===== src/rtl/nano_pkg.sv =====
// Shared nano processor constants: datapath width, I/O opcodes and bridge sizing.
package nano_pkg;

    localparam int DATA_W = 8;
    localparam logic [3:0] OP_INPUT  = 4'hE;
    localparam logic [3:0] OP_OUTPUT = 4'hF;
    localparam int OUT_DEPTH = 4;

endpackage


===== src/rtl/io_fifo.sv =====
// Output FIFO for io_bridge: registered storage, wrapping pointers, occupancy count,
// push/pop arbitration (push at full is only taken together with a pop).
module io_fifo #(
    parameter int DATA_W = 8,
    parameter int DEPTH  = 4
) (
    input  logic              clk,
    input  logic              rst,
    input  logic              push_req,
    input  logic [DATA_W-1:0] push_data,
    input  logic              pop_ready,
    output logic [DATA_W-1:0] head_data,
    output logic              head_valid,
    output logic              drop
);

    localparam int AW = $clog2(DEPTH);

    logic [DATA_W-1:0] mem_q [DEPTH];
    logic [DATA_W-1:0] mem_d [DEPTH];
    logic [AW-1:0]     wr_ptr_q, wr_ptr_d;
    logic [AW-1:0]     rd_ptr_q, rd_ptr_d;
    logic [AW:0]       count_q, count_d;
    logic              full, push, pop;

    assign full       = (count_q == (AW+1)'(DEPTH));
    assign head_valid = (count_q != '0);
    assign pop        = head_valid & pop_ready;
    assign push       = push_req & (~full | pop);
    assign drop       = push_req & full & ~pop;
    assign head_data  = mem_q[rd_ptr_q];

    always_comb begin
        mem_d    = mem_q;
        wr_ptr_d = wr_ptr_q;
        rd_ptr_d = rd_ptr_q;
        count_d  = count_q;
        if (push) begin
            mem_d[wr_ptr_q] = push_data;
            wr_ptr_d        = wr_ptr_q + 1'b1;
        end
        if (pop) begin
            rd_ptr_d = rd_ptr_q + 1'b1;
        end
        case ({push, pop})
            2'b10:   count_d = count_q + 1'b1;
            2'b01:   count_d = count_q - 1'b1;
            default: count_d = count_q;
        endcase
    end

    // Storage is cleared on reset so the head reads 0 while the FIFO is empty after reset.
    always_ff @(posedge clk or negedge rst) begin
        if (!rst) begin
            for (int i = 0; i < DEPTH; i++) begin
                mem_q[i] <= '0;
            end
            wr_ptr_q <= '0;
            rd_ptr_q <= '0;
            count_q  <= '0;
        end else begin
            mem_q    <= mem_d;
            wr_ptr_q <= wr_ptr_d;
            rd_ptr_q <= rd_ptr_d;
            count_q  <= count_d;
        end
    end

endmodule


===== src/rtl/io_bridge.sv =====
// I/O responder for the nano controller's OUTPUT/INPUT instructions.
// Optional sticky overflow flag enabled by defining IO_BRIDGE_OVF_EN.
module io_bridge
    import nano_pkg::*;
#(
    parameter int DATA_W    = nano_pkg::DATA_W,
    parameter int OUT_DEPTH = nano_pkg::OUT_DEPTH
) (
    input  logic              clk,
    input  logic              rst,
    input  logic              ld_output,
    input  logic [DATA_W-1:0] out_data,
    input  logic              in_req,
    output logic [DATA_W-1:0] in_data,
    output logic              stall,
    output logic              ext_out_valid,
    output logic [DATA_W-1:0] ext_out_data,
    input  logic              ext_out_ready,
    input  logic              ext_in_valid,
    input  logic [DATA_W-1:0] ext_in_data,
    output logic              ext_in_ready,
    output logic              ovf
);

    logic              fifo_drop;
    logic              in_full_q, in_full_d;
    logic [DATA_W-1:0] in_data_q, in_data_d;
    logic              capture, consume;

    io_fifo #(
        .DATA_W (DATA_W),
        .DEPTH  (OUT_DEPTH)
    ) u_fifo (
        .clk        (clk),
        .rst        (rst),
        .push_req   (ld_output),
        .push_data  (out_data),
        .pop_ready  (ext_out_ready),
        .head_data  (ext_out_data),
        .head_valid (ext_out_valid),
        .drop       (fifo_drop)
    );

    assign ext_in_ready = ~in_full_q;
    assign capture      = ext_in_valid & ~in_full_q;
    assign consume      = in_req & in_full_q;
    assign in_data      = in_data_q;

    // fifo_drop is exactly "push at full without a pop", the output half of the stall.
    assign stall = (in_req & ~in_full_q) | fifo_drop;

    always_comb begin
        in_full_d = in_full_q;
        in_data_d = in_data_q;
        if (capture) begin
            in_full_d = 1'b1;
            in_data_d = ext_in_data;
        end else if (consume) begin
            in_full_d = 1'b0;
        end
    end

    always_ff @(posedge clk or negedge rst) begin
        if (!rst) begin
            in_full_q <= 1'b0;
            in_data_q <= '0;
        end else begin
            in_full_q <= in_full_d;
            in_data_q <= in_data_d;
        end
    end

`ifdef IO_BRIDGE_OVF_EN
    logic ovf_q, ovf_d;

    assign ovf_d = ovf_q | fifo_drop;
    assign ovf   = ovf_q;

    always_ff @(posedge clk or negedge rst) begin
        if (!rst) begin
            ovf_q <= 1'b0;
        end else begin
            ovf_q <= ovf_d;
        end
    end
`else
    assign ovf = 1'b0;
`endif

endmodule


===== config.mk =====
export PLATFORM = sky130hd
export DESIGN_NAME = io_bridge
export DESIGN_NICKNAME = d
export VERILOG_FILES = /design/src/rtl/nano_pkg.sv /design/src/rtl/io_fifo.sv /design/src/rtl/io_bridge.sv
export SDC_FILE = /design/constraint.sdc
export NUM_CORES = 1
export LEC_CHECK = 0
export ABC_CLOCK_PERIOD_IN_PS = 2500
export BUFFER_PORTS_ARGS = -buffer_cell sky130_fd_sc_hd__buf_2
export CORE_ASPECT_RATIO = 0.5
export CORE_MARGIN = 4
export CORE_UTILIZATION = 54
export CTS_CLUSTER_SIZE = 8
export DETAILED_ROUTE_END_ITERATION = 6
export GPL_TIMING_DRIVEN = 1
export PLACE_DENSITY = 0.76
export SETUP_SLACK_MARGIN = 0.1
export SLEW_MARGIN = 20
export SYNTH_ARGS = -nofsm -noshare
export SYNTH_HDL_FRONTEND = slang
export SYNTH_HIERARCHICAL = 1
export SYNTH_SLANG_ARGS = --single-unit

===== constraint.sdc =====
create_clock -name clk -period 2.5 [get_ports clk]
set_input_delay 0.5 -clock clk [delete_from_list [all_inputs] [get_ports clk]]
set_output_delay 0.5 -clock clk [all_outputs]
set_load 0.1 [all_outputs]

# After elaboration in Yosys (flattened, before gate mapping)
# Index checks and enable logic that the tools add are counted.
# op_classes
n_addsub	4
n_eq_ne	3
n_bitwise	14
n_mux	9
n_lt_le_gt_ge	3
reduce_logical	4
# ops
cell	count
$bwmux 32	1
$mux 8	3
$bmux 8 s2	1
$demux 8 s2	1
$and 1x1->1	7
$ge 3x3->1 const B	2
$not 2->3	2
$pmux 3 s2	1
$add 2x1->2 const B	2
$reduce_bool 2->1	2
$add 3x1->3 const B	1
$eq 3x3->1 const B	1
$lt 3x1->1 const B	1
$not 1->1	3
$reduce_bool 3->1	1
$sub 3x1->3 const B	1
$eq 2x1->1 const B	1
$eq 2x2->1 const B	1
$mux 1	2
$or 1x1->1	2
$logic_and 1x1->1	1
# word_totals
output_inout_bits	20
input_bits	22
reg_bits	48
word_cells	46

# Longest topological paths before layout
# Gate-level depths: netlist (run 1).
# logic_depth
word_depth	6
mapped_depth	8
mapped_depth_nobuf	8

# Hierarchy
# The synthesis (run 1) kept the hierarchy.
# by_module_without_submodules
mod	n_inst	area_each_um2	seq_area_each_um2	cells_each
io_fifo	1	1805.5	975.9	115
io_bridge	1	392.9	225.2	24

# Least setup slack after synthesis (run 1)
# OpenSTA, ideal clock, no wires.
# synth_timing
path_type	flip-flop to output port
from	reg in_full_q
to	out stall
slack_ns	0.257
n_path_buf	0
stages_incl_launch_ff	3
required_ns	2.000
t_arrival_ns	1.743
cell_sequence	dfrtp_1 -> inv_1 -> a21o_1
# synth_via
elab_chain_len	3
# synth_lines
item	line_no	source
start: declaration	io_bridge.sv:26	logic in_full_q, in_full_d;
start signal: assignment	io_bridge.sv:68	in_full_q <= in_full_d;
$not 1->1	-	
net ext_in_ready	io_bridge.sv:21	output logic ext_in_ready,
$and 1x1->1	io_bridge.sv:50	assign stall = (in_req & ~in_full_q) | fifo_drop;
$or 1x1->1	io_bridge.sv:50	
end: declaration	io_bridge.sv:15	output logic stall,
# The timed path passes the listed nets, and every way through them passes these cells.

# Final worst setup path (run 1)
# layout_timing
from	reg u_fifo.rd_ptr_q[0]
to	out ext_out_data[4]
# layout_via
elab_chain_len	4
# layout_lines
item	line_no	source
start: declaration	io_fifo.sv:22	logic [AW-1:0] rd_ptr_q, rd_ptr_d;
start signal: assignment	io_fifo.sv:64	rd_ptr_q <= rd_ptr_d;
$not 2->3 (not written as such)	io_fifo.sv:31	assign head_data = mem_q[rd_ptr_q];
$bmux 8 s2	io_fifo.sv:31	
$mux 8 (not written as such) (2 in a row)	io_fifo.sv:31	
end: declaration	io_bridge.sv:17	output logic [DATA_W-1:0] ext_out_data,
# No other way between the ends. The select of a mux whose other input is x is not followed.

==> results by group, run 1 <==
Status
  • Outcome: finished, final reports clean

Critical path
  • FF-to-FF End: u_fifo/count_q[2]
  • Reg2Reg Depth: 8
  • CP arrival: 1.79 ns
  • CP startpoint: u_fifo/rd_ptr_q[0]
  • CP endpoint: ext_out_data[4]
  • Setup crit start kind: flip-flop
  • Max FO, Critical Path: 6
  • Flop-to-flop setup slack: 0.47 ns
  • Required @ worst endpoint: 2.00 ns
  • Crit end category: output port
  • Reg2Reg Launch Point: u_fifo/count_q[0]
  • CP Class: reg -> out

STA
  • Setup TNS after final layout: 0 ns
  • Worst Skew: 0.003623 ns
  • Final-report setup violation count: 0
  • RSZ-0062 raised after global routing: no
  • Slew Limit Headroom: 61.16%
  • Count of pins over their slew limit: 0
  • F_max: 436.6 MHz
  • Final Hold Vio Count: 0
  • Tcrit/Tclk final: 91.62%
  • Tmin final: 2.291 ns
  • Least-Margin Pin Slew: 0.5826 ns

CTS
  • TritonCTS clock tree: yes
  • Max clock buf depth: 2
  • CTS Root Cell: clkbuf_8
  • Worst-Skew Late Latency: 0.29 ns
  • Cts hold-fix bufs: 0
  • # H-tree levels: 2
  • Post-CTS setup repair buffer count: 0
  • Clk slew on worst S/H paths: 0.08 ns
  • Post_cts resized: 0
  • CTS Sinks: 48
  • Cts bufs inserted: 5

Yosys
  • Synth top area cells: dfrtp_1 55%, mux2_2 17%, mux4_2 8.2%
  • Syn Inst Count: 139
  • Register area share after synthesis: 54.64%
  • Post-synth EDFFs: 0
  • Average size of a mapped cell: 15.82 um2
  • Mapped cell area: 2198 um2
  • Post-synth top cells: 48 x dfrtp_1, 33 x mux2_2, 8 x mux2_4, 8 x mux4_2, 6 x inv_1
  • Main synth FF type: dfrtp_1
  • Synth top area share: 54.64%
  • Count leader, synth: dfrtp_1
  • Asr flop ratio synth: 100.0%
  • Post-synth top area cell: dfrtp_1
  • Syn. warnings: 6
  • Syn_nets: 167
  • Seq cells post-synth: 48
  • Netlist cell types: 26

Floorplan
  • Die ar.: 5218 um2
  • Core area: 3904 um2
  • Initial Utilization: 56.31%
  • Row count: 16
  • I/O pin cnt: 42
  • Die Ht: 53.12 um
  • Die width: 98.24 um

Detailed routing
  • DRC: 0
  • DR iter-0 viols: 34
  • WL/cell: 15.83 um
  • DRT Pass-1 Iters: 4
  • Antenna viol nets, final: 0
  • Via Count: 1227
  • Post-detailed-route via-to-cell ratio: 5.113
  • WL final: 3799 um

GRT
  • Pin count of the biggest net entering global routing: 49
  • GRT overflow: 0
  • Vias in the first global route: 1312
  • Antenna violations before repair: 0
  • First-pass GRT wire length: 6182 um
  • All-layer global routing usage: 16.14%

Placement
  • Inst Count DP: 233
  • DP HPWL: 2702 um
  • Placer congestion estimate: 0.7773
  • Buffers on Ports: 40

Hold path
  • Hold Path Class: in -> async

Final layout
  • Diodes inserted: 0
  • Area grow syn2layout: 17.07%
  • FILL cells: 280
  • Fraction of layout cells with a size suffix above 1: 58.06%
  • Nets: 214
  • Non-filler cells, final: 240

Flow run
  • Max Cap Viol: 0
[placed cells by master (no fill, tap or decap)]
cell type	netlist	final
dfrtp_1	48	48
buf_2	1	39
mux2_2	33	33
mux2_4	8	8
mux4_2	8	8
inv_1	6	6
clkbuf_8	0	5
nand2_1	5	5
ha_1	5	5
nor2_2	4	4
buf_4	1	3
xnor2_1	3	3
xor2_1	3	3
buf_12	0	2
a21o_1	1	1
nor2b_1	1	1
o21bai_1	1	1
conb_1	1	1
clkinv_2	0	1
clkbuf_1	0	1
o31a_2	1	1
nor4b_4	1	1
or2b_2	1	1
or3_2	1	1
and2_2	1	1
mux2i_1	1	1
nor2_1	1	1
fa_1	1	1
[critical path: stages, from the launching register on]
cell and delay, ns:
dfrtp_1 0.52, buf_12 0.17, mux4_2 0.50, buf_2 0.31
[cell families (layout without fill, tap and decap cells)]
family | count (synthesis) | in the layout | share of synthesized area, %
AND/OR/NAND/NOR | 15 | 15 | 4.610
multiplexers | 50 | 50 | 31.02
XOR/XNOR | 6 | 6 | 2.391
buffers and inverters | 10 | 57 | 2.276
AO/OA/AOI/OAI | 3 | 3 | 1.139
flip-flops | 48 | 48 | 54.64
other | 1 | 1 | 0.1706
adder cells (fa/ha/maj) | 6 | 6 | 3.756
[worst min path at each step]
stage	from	end	slack, ns	cells past startpoint
after CTS	rst	in_data[6]	0.30	2
after global placement	u_fifo/mem_q[12]	u_fifo/mem_q[12]	0.48	1
after global routing	rst	in_data[5]	0.34	2
after floorplan	rst	in_data[0]	0.20	0
final	rst	u_fifo/mem_q[25]	0.29	2
after detailed placement	in_data[5]	in_data[5]	0.49	1
[per-stage QoR]
stage / hold slack [ns] / instance area, um2 / setup WS [ns] / util [%]
5_1_grt: 0.3400 / 2574 / 0.1304 / 65.93
3_3_place_gp: 0.4838 / 2496 / 0.4295 / 63.94
4_1_cts: 0.3021 / 2574 / 0.1872 / 65.93
2_1_floorplan: 0.2044 / 2198 / 0.2571 / -
3_5_place_dp: 0.4914 / 2496 / 0.3336 / 63.94
6_report: 0.2879 / 2574 / 0.2095 / 65.93
[cell type report]
| cell class | count | area [um2] | area share (%) |
|---|---|---|---|
| Timing Repair Buffer | 44 | 257.7 | 10.01 |
| Tap cell | 54 | 67.56 | 2.625 |
| Clock inverter | 1 | 5.005 | 0.1945 |
| Inverter | 6 | 22.52 | 0.8751 |
| Multi-Input combinational cell | 81 | 947.2 | 36.80 |
| Sequential cell | 48 | 1201 | 46.67 |
| Clock buffer | 6 | 72.57 | 2.820 |
[metal layers]
| layer | vias to the layer above | routed length (um) | track usage [%] |
|---|---|---|---|
| met4 | 0 | 58 | 6.122 |
| met3 | 6 | 239 | 4.868 |
| met5 | - | 0 | 0 |
| li1 | 576 | - | - |
| met2 | 34 | 1796 | 27.14 |
| met1 | 611 | 1705 | 20.15 |
[flip-flops by register name, summed over array words and instances (netlist names)]
| register | flops |
|---|---|
| u_fifo/wr_ptr_q | 2 |
| in_data | 8 |
| u_fifo/mem_q | 32 |
| u_fifo/rd_ptr_q | 2 |
| in_full_q | 1 |
| u_fifo/count_q | 3 |
Power of run 1 is not shown: default switching activity piles up to over one toggle a cycle in this logic, so the estimate is an artifact.
==> run 2: changes to the inputs <==
- CORE_UTILIZATION: 54 -> 35
- GPL_ROUTABILITY_DRIVEN: default -> 0
- PLACE_DENSITY: 0.76 -> 0.53
- TNS_END_PERCENT: default -> 50
==> results by group, run 2 (synthesized netlist as in run 1, its figures left out) <==
STA
  • F_max: 461.8 MHz
  • Tcrit/Tclk final: 86.62%
  • Worst Skew: 0.004210 ns
  • Final-report setup violation count: 0
  • Count of pins over their slew limit: 0
  • RSZ-0062 raised after global routing: no
  • Setup TNS after final layout: 0 ns
  • Tmin final: 2.165 ns
  • Final Hold Vio Count: 0
  • Slew Limit Headroom: 56.56%
  • Least-Margin Pin Slew: 0.6515 ns

Detailed routing
  • Via Count: 1219
  • WL final: 4050 um
  • DR iter-0 viols: 34
  • WL/cell: 14.73 um
  • Post-detailed-route via-to-cell ratio: 4.433
  • DRC: 0
  • Antenna viol nets, final: 0
  • DRT Pass-1 Iters: 2

Hold path
  • Hold Path Class: in -> async

CTS
  • Cts hold-fix bufs: 0
  • CTS Root Cell: clkbuf_16
  • Cts bufs inserted: 5
  • Max clock buf depth: 2
  • CTS Sinks: 48
  • Worst-Skew Late Latency: 0.28 ns
  • Clk slew on worst S/H paths: 0.06 ns
  • Post_cts resized: 0
  • Post-CTS setup repair buffer count: 0
  • TritonCTS clock tree: yes
  • # H-tree levels: 2

Final layout
  • Commonest non-fill, non-tap cell in the layout: dfrtp_1
  • Most frequent cells in the layout: 48 x dfrtp_1, 39 x buf_2, 33 x mux2_2
  • FILL cells: 550
  • Register area: 1201 um2
  • Fraction of layout cells with a size suffix above 1: 58.82%
  • Nets: 215
  • Diodes inserted: 0
  • Largest register by flop count: u_fifo/mem_q
  • Area grow syn2layout: 21.97%
  • Area of the multi-input gates: 947.2 um2
  • Final core utilization: 44.09%
  • Non-filler cells, final: 275
  • Max FFs per register: 32

GRT
  • First-pass GRT wire length: 6796 um
  • GRT overflow: 0
  • Antenna violations before repair: 0
  • All-layer global routing usage: 11.70%
  • Pin count of the biggest net entering global routing: 31
  • Vias in the first global route: 1335

Critical path
  • Max FO, Critical Path: 10
  • Worst Path Buf+Inv: 2
  • CP startpoint: u_fifo/rd_ptr_q[0]
  • CP Class: reg -> out
  • Slowest stage delay, CP: 0.53 ns
  • Setup crit start kind: flip-flop
  • Required @ worst endpoint: 2.00 ns
  • CP arrival: 1.67 ns
  • Reg2Reg Launch Point: u_fifo/count_q[1]
  • Crit path max-delay family: buffers and inverters
  • Worst path cell trace: buf_4 -> mux4_2 -> buf_2
  • Crit end category: output port
  • CP max-delay cell: mux4_2

Placement
  • DP HPWL: 2995 um
  • Buffers on Ports: 40
  • Inst Count DP: 268

Status
  • Outcome: finished, final reports clean

Floorplan
  • Die ar.: 7690 um2
  • Row count: 20
  • Initial Utilization: 36.15%
  • Die Ht: 64.04 um
  • I/O pin cnt: 42
  • Core area: 6081 um2
  • Die width: 120.1 um

Flow run
  • Max Cap Viol: 0
==> run 2: final cells by class <==
cell class	count	share of cell area (%)
Sequential cell	48	44.80
Multi-Input combinational cell	81	35.32
Timing Repair Buffer	45	9.426
Clock buffer	6	5.180
Tap cell	88	4.106
Inverter	6	0.8399
Clock inverter	1	0.3266
==> run 2: final timing paths <==
check / to / slack [ns] / cells past startpoint
worst min-delay path: u_fifo/count_q[2] / 0.25 / 1
worst max-delay path: ext_out_data[0] / 0.33 / 3
worst max register to register: u_fifo/count_q[2] / 0.49 / 8
worst min register to register: u_fifo/mem_q[22] / 0.50 / 1
max in group asynchronous: u_fifo/mem_q[20] / 1.65 / 2
min in group clk: in_full_q / 0.40 / 2
==> run 2: per-stage QoR <==
stage / setup slack, ns / hold WS, ns / cell area (um2)
after floorplan: 0.2571 / 0.2044 / 2198
after global placement: 0.4154 / 0.4847 / 2534
after detailed placement: 0.3556 / 0.4926 / 2534
after CTS: 0.3057 / 0.2756 / 2681
after global routing: 0.2484 / 0.2976 / 2681
final: 0.3346 / 0.2461 / 2681
==> run 2: metal layers <==
layer | wire, um | global-route usage, %
met5 | 0 | 0
met4 | 44 | 3.852
met3 | 130 | 3.271
met2 | 1893 | 18.59
met1 | 1982 | 15.57
Power of run 2 is left out for the same reason.
